**src/rtl/cpu_pkg.sv**
```systemverilog
// Shared types and defaults for the program-counter sequencer.
package cpu_pkg;

  typedef enum logic [1:0] {
    IDLE  = 2'd0,
    RUN   = 2'd1,
    FLUSH = 2'd2,
    HALT  = 2'd3
  } seq_state_t;

  localparam int PC_W_DEFAULT         = 10;
  localparam int FLUSH_CYCLES_DEFAULT = 2;
  localparam int FLUSH_CNT_W          = 3;  // holds flush depths 1..7

endpackage

```
**src/rtl/pc_seq_flush_timer.sv**
```systemverilog
// Loadable down-counter with a zero flag; times the wrong-path flush window.
module pc_seq_flush_timer #(
  parameter int CNT_W = 3
) (
  input  logic             clk,
  input  logic             reset,
  input  logic             load,
  input  logic [CNT_W-1:0] load_value,
  input  logic             dec,
  output logic             zero
);

  logic [CNT_W-1:0] cnt_reg;

  always_ff @(posedge clk) begin
    if (reset) begin
      cnt_reg <= '0;
    end else if (load) begin
      cnt_reg <= load_value;
    end else if (dec && (cnt_reg != '0)) begin
      cnt_reg <= cnt_reg - CNT_W'(1);
    end
  end

  assign zero = (cnt_reg == '0);

endmodule

```
**src/rtl/pc_sequencer.sv**
```systemverilog
// Fetch-address sequencer: IDLE/RUN/FLUSH/HALT control of the program counter.
// Optional cycle_count output is enabled by defining PC_SEQ_CYCLE_CNT_EN.
module pc_sequencer
  import cpu_pkg::*;
#(
  parameter int             PC_W         = PC_W_DEFAULT,
  parameter logic [PC_W-1:0] RESET_PC    = '0,
  parameter int             FLUSH_CYCLES = FLUSH_CYCLES_DEFAULT
) (
  input  logic            clk,
  input  logic            reset,
  input  logic            start,
  input  logic            halt,
  input  logic            branch,
  input  logic            branch_taken,
  input  logic [PC_W-1:0] branch_target,
  input  logic            stall,
  output logic [PC_W-1:0] pc,
  output logic            fetch_valid,
  output logic            flush,
  output logic            done,
  output logic            busy
`ifdef PC_SEQ_CYCLE_CNT_EN
  ,
  output logic [31:0]     cycle_count
`endif
);

  seq_state_t      state_reg, state_next;
  logic [PC_W-1:0] pc_reg, pc_next;
  logic            timer_load, timer_dec, timer_zero;
  logic            take_branch;

  assign take_branch = branch && branch_taken;

  always_ff @(posedge clk) begin
    if (reset) begin
      state_reg <= IDLE;
      pc_reg    <= RESET_PC;
    end else begin
      state_reg <= state_next;
      pc_reg    <= pc_next;
    end
  end

  // Event priority in RUN: taken branch, then halt, then stall.
  always_comb begin
    state_next  = state_reg;
    pc_next     = pc_reg;
    timer_load  = 1'b0;
    timer_dec   = 1'b0;
    fetch_valid = 1'b0;
    case (state_reg)
      IDLE: begin
        if (start) state_next = RUN;
      end
      RUN: begin
        if (take_branch) begin
          fetch_valid = 1'b1;
          pc_next     = branch_target;
          state_next  = FLUSH;
          timer_load  = 1'b1;
        end else if (halt) begin
          fetch_valid = 1'b1;
          state_next  = HALT;
        end else if (!stall) begin
          fetch_valid = 1'b1;
          pc_next     = pc_reg + PC_W'(1);
        end
      end
      FLUSH: begin
        if (timer_zero) state_next = RUN;
        else            timer_dec  = 1'b1;
      end
      HALT: begin
        if (start) begin
          pc_next    = RESET_PC;
          state_next = RUN;
        end
      end
      default: state_next = IDLE;
    endcase
  end

  // Loaded with depth-1 so the zero flag marks the final flush cycle.
  pc_seq_flush_timer #(
    .CNT_W(FLUSH_CNT_W)
  ) u_flush_timer (
    .clk       (clk),
    .reset     (reset),
    .load      (timer_load),
    .load_value(FLUSH_CNT_W'(FLUSH_CYCLES - 1)),
    .dec       (timer_dec),
    .zero      (timer_zero)
  );

  assign pc    = pc_reg;
  assign flush = (state_reg == FLUSH);
  assign done  = (state_reg == HALT);
  assign busy  = (state_reg == RUN) || (state_reg == FLUSH);

`ifdef PC_SEQ_CYCLE_CNT_EN
  logic [31:0] cycle_cnt_reg;

  always_ff @(posedge clk) begin
    if (reset) begin
      cycle_cnt_reg <= '0;
    end else if ((state_reg == HALT) && start) begin
      cycle_cnt_reg <= '0;
    end else if (busy && (cycle_cnt_reg != '1)) begin
      cycle_cnt_reg <= cycle_cnt_reg + 32'd1;
    end
  end

  assign cycle_count = cycle_cnt_reg;
`endif

endmodule

```
**config.mk**
```make
export PLATFORM = sky130hd
export DESIGN_NAME = pc_sequencer
export DESIGN_NICKNAME = d
export VERILOG_FILES = /design/src/rtl/cpu_pkg.sv /design/src/rtl/pc_seq_flush_timer.sv /design/src/rtl/pc_sequencer.sv
export SDC_FILE = /design/constraint.sdc
export NUM_CORES = 1
export LEC_CHECK = 0
export CAP_MARGIN = 0
export CORE_MARGIN = 5
export CORE_UTILIZATION = 45
export DETAILED_ROUTE_END_ITERATION = 8
export DONT_BUFFER_PORTS = 1
export SETUP_SLACK_MARGIN = 0.4
export SLEW_MARGIN = 30
export SYNTH_ARGS = -nofsm -noshare
export SYNTH_HDL_FRONTEND = slang
export SYNTH_SLANG_ARGS = --single-unit
```
**constraint.sdc**
```tcl
create_clock -name clk -period 2.46 [get_ports clk]
set_input_delay 0.246 -clock clk [delete_from_list [all_inputs] [get_ports clk]]
set_output_delay 0.246 -clock clk [all_outputs]
set_load 0.05 [all_outputs]
```
==> results_dict.tcl <==
set metrics [dict create \
    crit_type "flop to flop" \
    worst_slack_ns 0.599 \
    clk_pin_slew_ns 0.09 \
    drt_iter0_markers 35 \
    fin_crit_ns 1.86 \
    fmax_mhz 537 \
    relSlewSlack_pct 59.5 \
    synth_area_leaders "dfxtp_1 31%, ha_1 7.7%, a21oi_1 5.7%, nor2_1 5.0%, o2bb2ai_1 4.5%" \
    worst_pin_slew_ns 0.606 \
    synth-seq-area-share_pct 31.0 \
    synth_ff_type "dfxtp_1" \
    rsz0062_at_grt "false" \
    post-place-ws_ns 0.629 \
    ant_nets 0 \
    num_vias 934 \
    std_cell_rows 16 \
    diodes 0 \
    portBuffers 0 \
    min-delay-path-class "primary input to flop" \
    core_area_um2 2000 \
    ir_drop_uv 369 \
    crit_fanout 7 \
    die_h_um 56.4 \
    clock_latency_ns 0.28 \
    hold_end "pc[1]" \
    overflow 0 \
    timing.reg2reg.setup_slack_ns 0.60 \
    whs_path_depth 1 \
    postSynthCellCount 118 \
    initial_core_util_pct 48.4 \
    yosys_warnings 0 \
    power-per-cell-area_nw_per_um2 600 \
    cts_resized 0 \
    cts_buffer_depth 2 \
    ys_types 38 \
    largest_register_ffs 10 \
    cts_setup_buffers 0 \
    die_x_um 56.4 \
    root_buffer "clkbuf_4" \
    async_flop_share_pct 0 \
    cts_tree "done" \
    cp.arrival_ns 2.09 \
    viasPerCell 5.95 \
    track_usage_pct 16.0 \
    numCtsBuffers 3 \
    syn-cell-area_um2 970 \
    grt_pass1_wl_um 4150 \
    cp.required_ns 2.69 \
    htree_levels 1 \
    grt_pass1_vias 909 \
    report.final.slew_viol_count 0 \
    setup_tns_ns 0 \
    drc 0 \
    r2r_cells 4 \
    yosysTopAreaCell "dfxtp_1" \
    io_pins 31 \
    dieArea_um2 3180 \
    r2r_end "pc[3]" \
    fin_nets 154 \
    final.period_utilization_pct 75.6 \
    crit_path_start_kind "flop" \
    skew_ns 0.00546 \
    power_uw 651 \
    avgRoutedWirePerCell_um 14.8 \
    hold_violations 0 \
    hold_buffers 0 \
    synth_edf_count 0 \
    dp_hpwl_um 1790 \
    totalWireLength_um 2320 \
    area_growth_pct 11.9 \
    grt_max_degree 16 \
    clock-sinks 15 \
    min_from "reset" \
    antenna_found_initial 0 \
    synth_top_area_share_pct 31.0 \
    ys_ff_latch 15 \
    leakagePower_uw 0.000398 \
    setup_viol 0 \
    drt_pass1_iterations 4 \
    place.gp.congestion 0.802 \
    drive_gt1_share_pct 15.4 \
    fin_util_pct 54.2 \
    avgSynthCellArea_um2 8.22 \
    outcome "complete, no violations" \
    timing.rr.start "pc[0]" \
    maxCapViolCount 0 \
    synth_fp_nets 141 \
    endpoint_kind "flop" \
]
critical path: stages, from the launching register on:
cell and delay [ns]:
dfxtp_1 0.72, nand3_1 0.36, or2_2 0.37, a311oi_1 0.25, a21o_1 0.11
synth_stat cells (all sizes together), types with 3 or more instances:
master	count
nor4	4
inv	8
dfxtp	15
o22ai	7
ha	6
buf	4
nand2	7
a211oi	3
nand3	5
o2bb2ai	6
nor2	13
a21oi	11
stage by stage:
stage	instances	hold WS, ns	instance area [um^2]
after global routing	157	0.00995	1080
after global placement	152	0.317	1050
final	157	0.0187	1080
after detailed placement	152	0.319	1050
after CTS	156	0.0173	1070
after floorplan	118	0.418	970
where the power goes:
group,internal (uW),switching [uW]
clock,63.0,81.3
combinational,81.6,132
sequential,259,34.6
metal layers:
metal / up-vias / global-route usage, % / share of wire, %
met1: 425 / 20.9 / 47
met2: 42 / 24.3 / 43
li1: 462 / - / -
met4: 0 / 5.08 / 1.2
met3: 5 / 5.50 / 9.1
met5: - / 0 / 0
layout make-up:
cell class	instances	area [um^2]
multi-input combinational	90	594
clock buffer	4	26.3
sequential	15	300
fill	196	917
inverter	8	30.0
tap	27	33.8
timing repair buffer	13	100
kinds of logic (layout without fill, tap and decap cells):
family / after synthesis / after routing / synth area share (%)
buf+inv: 13 / 25 / 7.74
compound gates: 39 / 39 / 28.9
fa+ha+maj: 6 / 6 / 7.74
mux: 2 / 2 / 2.06
xor+xnor: 1 / 1 / 0.903
flops: 15 / 15 / 31.0
simple gates: 42 / 42 / 21.7
worst max path at each step:
| stage | startpoint | endpoint | slack, ns |
|---|---|---|---|
| global route | u_flush_timer.cnt_reg[0] | state_reg[0] | 0.50 |
| detailed placement | pc[0] | pc[3] | 0.63 |
| floorplan | state_reg[0] | fetch_valid | 0.45 |
| global placement | pc[0] | pc[3] | 0.65 |
| CTS | pc[0] | pc[3] | 0.61 |
| finish | pc[0] | pc[3] | 0.60 |
layout by cell type, fill, tap and decap left out, types with 2 or more instances in the layout:
cell,instances
a211oi_1,3
a21oi_1,11
a221oi_1,2
a311oi_1,2
buf_4,12
clkbuf_4,3
dfxtp_1,15
ha_1,6
inv_1,8
mux2i_1,2
nand2_1,7
nand3_1,5
nor2_1,13
nor3_1,2
nor4_1,4
o21ai_0,2
o22ai_1,6
o2bb2ai_1,5
or3_1,2
Power figures use the tool's default switching activity.
